`src/rtl/ttl_74165_sync_pkg.sv`:
```
// ============================================================================
// Module  : ttl_74165_sync_pkg
// Brief   : Local constants for the synchronous 74LS165 model.
// Rev     : 1.0  initial release
// ============================================================================
`default_nettype none

package ttl_74165_sync_pkg;
  localparam int   SR_WIDTH      = 8;
  // History of 1 means a clock level already high at reset release is not an edge
  localparam logic EDGE_HIST_RST = 1'b1;
endpackage

`default_nettype wire

```
`src/rtl/ttl_edge_rise_sync.sv`:
```
// ============================================================================
// Module  : ttl_edge_rise_sync
// Brief   : Rising-edge detector for a level sampled on the system clock.
// Rev     : 1.0  initial release
// ============================================================================
`default_nettype none

module ttl_edge_rise_sync #(
  parameter logic HIST_RST = 1'b1
) (
  input  logic Clk,
  input  logic Reset_n,
  input  logic Lvl,
  output logic Rise
);

  logic r_last;

  always_ff @(posedge Clk) begin
    if (!Reset_n) r_last <= HIST_RST;
    else          r_last <= Lvl;
  end

  assign Rise = Lvl & ~r_last;

endmodule

`default_nettype wire

```
`src/rtl/ttl_74165_sync.sv`:
```
// ============================================================================
// Module  : ttl_74165_sync
// Brief   : 74LS165 parallel-in/serial-out shift register, MSB (H) first.
//           Define TTL_74165_QTAP_EN to expose the full register on Q_tap.
// Rev     : 1.0  initial release
// ============================================================================
`default_nettype none

module ttl_74165_sync
  import ttl_74165_sync_pkg::*;
(
  input  logic                Clk,
  input  logic                Reset_n,
  input  logic                Cen,
  input  logic                Clk_inh,
  input  logic                Sh_Ld_n,
  input  logic                Ser,
  input  logic [SR_WIDTH-1:0] D,
`ifdef TTL_74165_QTAP_EN
  output logic [SR_WIDTH-1:0] Q_tap,
`endif
  output logic                QH,
  output logic                QH_n
);

  logic [SR_WIDTH-1:0] r_sr;
  logic                w_ck;
  logic                w_ck_rise;

  // Inhibit is ORed into the clock as on the part, so its own rising edge shifts
  assign w_ck = Cen | Clk_inh;

  ttl_edge_rise_sync #(
    .HIST_RST (EDGE_HIST_RST)
  ) u_ck_edge (
    .Clk     (Clk),
    .Reset_n (Reset_n),
    .Lvl     (w_ck),
    .Rise    (w_ck_rise)
  );

  // Load wins over shift; an edge coinciding with load is dropped, not deferred
  always_ff @(posedge Clk) begin
    if (!Reset_n)
      r_sr <= '0;
    else if (!Sh_Ld_n)
      r_sr <= D;
    else if (w_ck_rise)
      r_sr <= {r_sr[SR_WIDTH-2:0], Ser};
  end

  assign QH   = r_sr[SR_WIDTH-1];
  assign QH_n = ~r_sr[SR_WIDTH-1];

`ifdef TTL_74165_QTAP_EN
  assign Q_tap = r_sr;
`endif

endmodule

`default_nettype wire

```
`config.mk`:
```
export PLATFORM = sky130hd
export DESIGN_NAME = ttl_74165_sync
export DESIGN_NICKNAME = d
export VERILOG_FILES = /design/src/rtl/ttl_74165_sync_pkg.sv /design/src/rtl/ttl_edge_rise_sync.sv /design/src/rtl/ttl_74165_sync.sv
export SDC_FILE = /design/constraint.sdc
export NUM_CORES = 1
export LEC_CHECK = 0
export CORE_AREA = 3 3 40 42
export DETAILED_ROUTE_END_ITERATION = 8
export DIE_AREA = 0 0 43 45
export GPL_TIMING_DRIVEN = 0
export SLEW_MARGIN = 40
export SYNTH_ARGS = -nofsm -noshare
export SYNTH_HDL_FRONTEND = slang
export SYNTH_HIERARCHICAL = 1
export SYNTH_SLANG_ARGS = --single-unit
```
`constraint.sdc`:
```
create_clock -name Clk -period 1 [get_ports Clk]
set_input_delay 0.15 -clock Clk [delete_from_list [all_inputs] [get_ports Clk]]
set_output_delay 0.15 -clock Clk [all_outputs]
set_load 0.01 [all_outputs]
```
-- Yosys cells after proc, flatten, opt, wreduce, memory -nomap -nowiden
Cells that the tools add are included.
- input port bits: 14
- output and inout port bits: 2
- word-level logic and storage cells: 9
- register bits after elaboration: 9
- eq/ne operators: 1
- multiplexer cells: 2
- bitwise operators: 4
- operators with widths (operator ; count):
    $mux 8 ; 2
    $ne 2x1->1 const B ; 1
    $not 1->1 ; 2
    $and 1x1->1 ; 1
    $or 1x1->1 ; 1

-- Logic depth before layout (Yosys ltp)
- depth after elaboration: 4
- gate-level depth with buffers: 5
- gate-level depth less buffers: 4

-- Cells and area by module
Netlist, hierarchy kept.
- by module, submodules not included (module ; instances ; area each (um^2) ; cells an instance):
    ttl_74165_sync ; 1 ; 360.3 ; 36
    ttl_edge_rise_sync ; 1 ; 40.0 ; 3

-- Worst setup path before layout
No wires, ideal clock.
- path kind: input -> register
- from: input Clk_inh
- to: register r_sr[1]
- path buffers: 1
- arrival time: 0.886 ns
- stages: 5
- required time: 0.881 ns
- path slack: -0.005 ns
- path through: or2_2 -> nor2b_4 -> buf_6 -> mux2i_1 -> a21oi_1
- longest elaborated chain between the ends: 3
- ends and longest elaborated chain (item ; RTL line ; RTL):
    start: declaration ; ttl_74165_sync.sv:15 ; input logic Clk_inh,
    $or 1x1->1 ; ttl_74165_sync.sv:31 ; assign w_ck = Cen | Clk_inh;
    $and 1x1->1 ; ttl_edge_rise_sync.sv:24 ; assign Rise = Lvl & ~r_last;
    named net w_ck_rise ; ttl_74165_sync.sv:28 ; logic w_ck_rise;
    $ne 2x1->1 (no source line) ; n/a ;
    end signal: assignment ; ttl_74165_sync.sv:49 ; r_sr <= {r_sr[SR_WIDTH-2:0], Ser};
    end: declaration ; ttl_74165_sync.sv:26 ; logic [SR_WIDTH-1:0] r_sr;
The timed path passes the listed nets, and every way through them passes these cells.
A chain may end at the register's enable or synchronous reset.

-- Worst setup path after layout
- from: input Cen
- to: register r_sr[6]
- longest elaborated chain between the ends: 3
- ends and longest elaborated chain (item ; RTL line ; RTL):
    start: declaration ; ttl_74165_sync.sv:14 ; input logic Cen,
    $or 1x1->1 ; ttl_74165_sync.sv:31 ;
    named net w_ck ; ttl_74165_sync.sv:27 ; logic w_ck;
    $and 1x1->1 ; ttl_edge_rise_sync.sv:24 ;
    named net w_ck_rise ; ttl_74165_sync.sv:28 ;
    $ne 2x1->1 (no source line) ; n/a ;
The timed path passes the listed nets, and every way through them passes these cells.

==> results.txt <==
----------------------------------------------------
[Drt]
  Top routing layer in use ... met3
  Detail Route met2 WL ... between 300 and 400 µm
  Vias post-DR ... ~320
  Avg Vias per Cell ... 4.370
  Number of detailed-routing iterations run before antenna repair ... 2
  1st-iter DRT viols ... 3
  DRC violation count after routing ... 0
  Count of antenna-violating nets left after detailed routing ... 0
  Total wire length after detailed routing ... ~780 µm
  Met3 WL ... roughly 66 µm
  Detail-routed net length per standard cell ... around 11 µm
  Post-Route M1 WL ... slightly below 400 µm

[Critical path]
  CP required ... about 1200 ps
  Crit path arrival time ... between 1000 and 1500 ps
  Sort of element at the start of the critical path ... input pin
  Crit Path Category ... in2reg
  Critical Path Max Stage Delay ... ~240 ps
  Maximum net fanout on the critical path ... 8
  Crit path max-delay cell type ... sky130_fd_sc_hd__or2_4
  Cell breakdown of the critical path ... dlygate4sd2_1 > or2_4 > nor2b_4 > buf_12 > mux2i_1 > a21oi_1
  Sort of element at the end of the critical path ... flip-flop

[Clock network]
  Worst skew pair latency ... between 200 and 300 ps
  CTS buffer count ... 3
  CTS H-Tree Depth ... 1
  Clock slew seen by the registers of the worst setup and hold paths ... ~60 ps
  Post-CTS Hold Fix Bufs ... 0
  CTS Root Buffer Type ... sky130_fd_sc_hd__clkbuf_4
  Maximum buffer depth of the clock tree ... 2
  Clock tree sinks ... 9
  Clock tree from TritonCTS ... built

[Timing]
  Tightest slew margin relative to the limit ... 0.7976
  Max Transition Viols Final ... 0
  Period utilisation layout ... 0.9653
  Aggregate negative setup slack ... 0 ps
  Setup repair after global routing missed its margin ... yes
  Hold Fails Final Rpt ... 0
  Total setup violations reported at the end of the flow ... 0
  Worst slew pin tran ... 302.7 ps
  Maximum clock skew at final layout ... around 6.0 ps
  Highest achievable clock rate ... 1036 MHz
  Clock period minus final worst setup slack ... between 900 and 1000 ps

[Global routing]
  Via count of the first global-routing pass ... around 260
  Total global-route track usage ... 0.09030
  Overflow left after global routing ... 0
  Pin count of the biggest net entering global routing ... 11
  Antenna violations before repair ... 0
  Global-route wire length before repair ... about 1200 µm

[Die]
  Vertical extent of the die ... approximately 45 µm
  Initial Utilization ... 0.3116
  Top-level I/O count ... 16
  Number of placement rows ... 13
  Overall die area ... ~0.0019 mm²
  Die X-Extent ... about 43 µm
  Floorplan core area ... 0.001285 mm²

[Place]
  Number of buffers inserted by port buffering ... 15
  Detailed-placement wirelength estimate ... 591.3 µm
  Placer Congestion ... ~0.68
  Placed insts ... between 60 and 70

[Final layout]
  Area used by sequential logic in the layout ... 182.7 µm²
  Area Growth Syn to Fin ... 49.06%
  Diode count ... 0
  Filler cell count ... roughly 130
  Area of combinational cells with multiple inputs ... 196.4 µm²
  Non-Filler Instances ... between 70 and 80
  Fraction of layout cells with a size suffix above 1 ... 0.2241
  Post-layout nets ... 73

[Synthesis]
  Synthesis Warnings ... 6
  Average size of a mapped cell ... 10.27 µm²
  Post-synth cell types ... 10
  Number of storage elements in the synthesis netlist ... 9
  Share of the yosys chip area belonging to registers ... 0.4500
  Synth Cell Area ... approximately 400 µm²
  Gate Count Post-Synth ... 39
  Synthesized Nets ... 53

[Run]
  Number of maximum-capacitance violations ... 0

[Power and ir drop]
  Total power draw ... 0.8128 mW
  Sw power ... approximately 0.19 mW
  Relative contribution of combinational cells to total power ... 0.167
  Worst-case vdd ir drop ... roughly 0.83 mV
  Cell internal pwr ... 0.6245 mW
  Part of the power in registers ... 0.490
  Power density normalized to cell area ... 1362 mW/mm²
  Clk network pwr share ... 0.343
  Static leakage power ... 0.2208 nW
  Net Sw Frac ... 0.2317

[Min path]
  Path category of the worst min-delay check ... in2reg

[Status]
  Result of the run ... completed

----------------------------------------------------
-- placed cells by master (no fill, tap or decap) --
cell type                         synthesis  final
sky130_fd_sc_hd__dfxtp_1                  9      7
sky130_fd_sc_hd__o21ai_2                  2      2
sky130_fd_sc_hd__nand2b_1                 1      1
sky130_fd_sc_hd__dfxtp_2                  0      2
sky130_fd_sc_hd__buf_6                    2      1
sky130_fd_sc_hd__a21oi_1                  8      8
sky130_fd_sc_hd__clkbuf_4                 0      3
sky130_fd_sc_hd__o21ai_0                  6      6
sky130_fd_sc_hd__or2_4                    0      1
sky130_fd_sc_hd__clkbuf_2                 0      1
sky130_fd_sc_hd__clkdlybuf4s50_1          0     11
sky130_fd_sc_hd__dlygate4sd2_1            0      2
sky130_fd_sc_hd__buf_2                    0      1
sky130_fd_sc_hd__inv_1                    1      1
sky130_fd_sc_hd__buf_12                   0      1
sky130_fd_sc_hd__clkbuf_1                 0      1
sky130_fd_sc_hd__mux2i_1                  8      8
sky130_fd_sc_hd__nor2b_4                  1      1
-- area by class of cell --
cell class | count | area share
timing repair buffer | 16 | 0.2642
multi-input combinational | 27 | 0.3291
tap | 15 | 0.03145
buffer | 1 | 0.01887
sequential | 9 | 0.3061
inverter | 1 | 0.006289
clock buffer | 4 | 0.04403
-- path summary, 6_finish.rpt --
path / startpoint / to / slack (ps) / depth (start not counted)
setup / recovery: Cen / r_sr[6] / 30 / 6
hold / removal: Cen / u_ck_edge/r_last / 300 / 3
setup reg to reg: u_ck_edge/r_last / r_sr[6] / 40 / 4
hold reg to reg: r_sr[6] / r_sr[7] / 540 / 2
-- synth_stat cells --
| master | number | share of area |
|---|---|---|
| sky130_fd_sc_hd__dfxtp_1 | 9 | 0.45 |
| sky130_fd_sc_hd__inv_1 | 1 | 0.0094 |
| sky130_fd_sc_hd__nand2b_1 | 1 | 0.016 |
| sky130_fd_sc_hd__buf_6 | 2 | 0.056 |
| sky130_fd_sc_hd__o21ai_2 | 2 | 0.044 |
| sky130_fd_sc_hd__nor2b_4 | 1 | 0.034 |
| sky130_fd_sc_hd__or2_2 | 1 | 0.016 |
| sky130_fd_sc_hd__a21oi_1 | 8 | 0.10 |
| sky130_fd_sc_hd__o21ai_0 | 6 | 0.075 |
| sky130_fd_sc_hd__mux2i_1 | 8 | 0.20 |
-- layer usage --
metal,vias to the layer above,global-route usage
li1,177,-
met1,130,0.1220
met2,12,0.1078
met3,0,0.06375
met4,0,0.03614
met5,-,0
-- logic make-up (layout without fill, tap and decap cells) --
group	after synthesis	after routing	synth area share
AOI/OAI and AO/OA	16	16	0.2188
buffers and inverters	3	22	0.06561
DFF	9	9	0.4500
muxes	8	8	0.2000
and+or+nand+nor	3	3	0.06564
-- registers in the layout, summed over array words and instances, names as in the netlist --
| name | cells |
|---|---|
| r_sr | 8 |
| u_ck_edge/r_last | 1 |
-- timing repair --
item | in CTS | in global routing
endpoints found under the setup margin | 10 | 4
pin swaps | 8 | 1
gates resized for setup | 8 | 3
buffers inserted | 1 | 0
-- worst max-delay path: cells and delay by family --
family	cells	cell delay, ps
mux	1	150
simple gates	2	370
compound gates	1	80
buf+inv	2	360
-- power by group through the flow --
| stage | combinational, mW | sequential (mW) | clock, mW |
|---|---|---|---|
| detailed placement | 0.143 | 0.405 | 0 |
| floorplan | 0.0640 | 0.403 | 0 |
| CTS | 0.141 | 0.398 | 0.295 |
| finish | 0.136 | 0.398 | 0.279 |
| global placement | 0.142 | 0.405 | 0 |
| global route | 0.148 | 0.401 | 0.324 |
-- stage by stage --
stage	instance area (µm²)	hold WS (ps)	utilization	setup WS, ps
2_1_floorplan	402.9	223.0	-	58.07
4_1_cts	606.8	296.1	0.4722	-1.312
5_1_grt	596.8	287.4	0.4645	-8.482
6_report	596.8	302.0	0.4645	34.71
3_5_place_dp	571.8	526.7	0.4450	-417.2
3_3_place_gp	571.8	515.5	0.4450	-404.7
(Power assumes the default switching activity.)
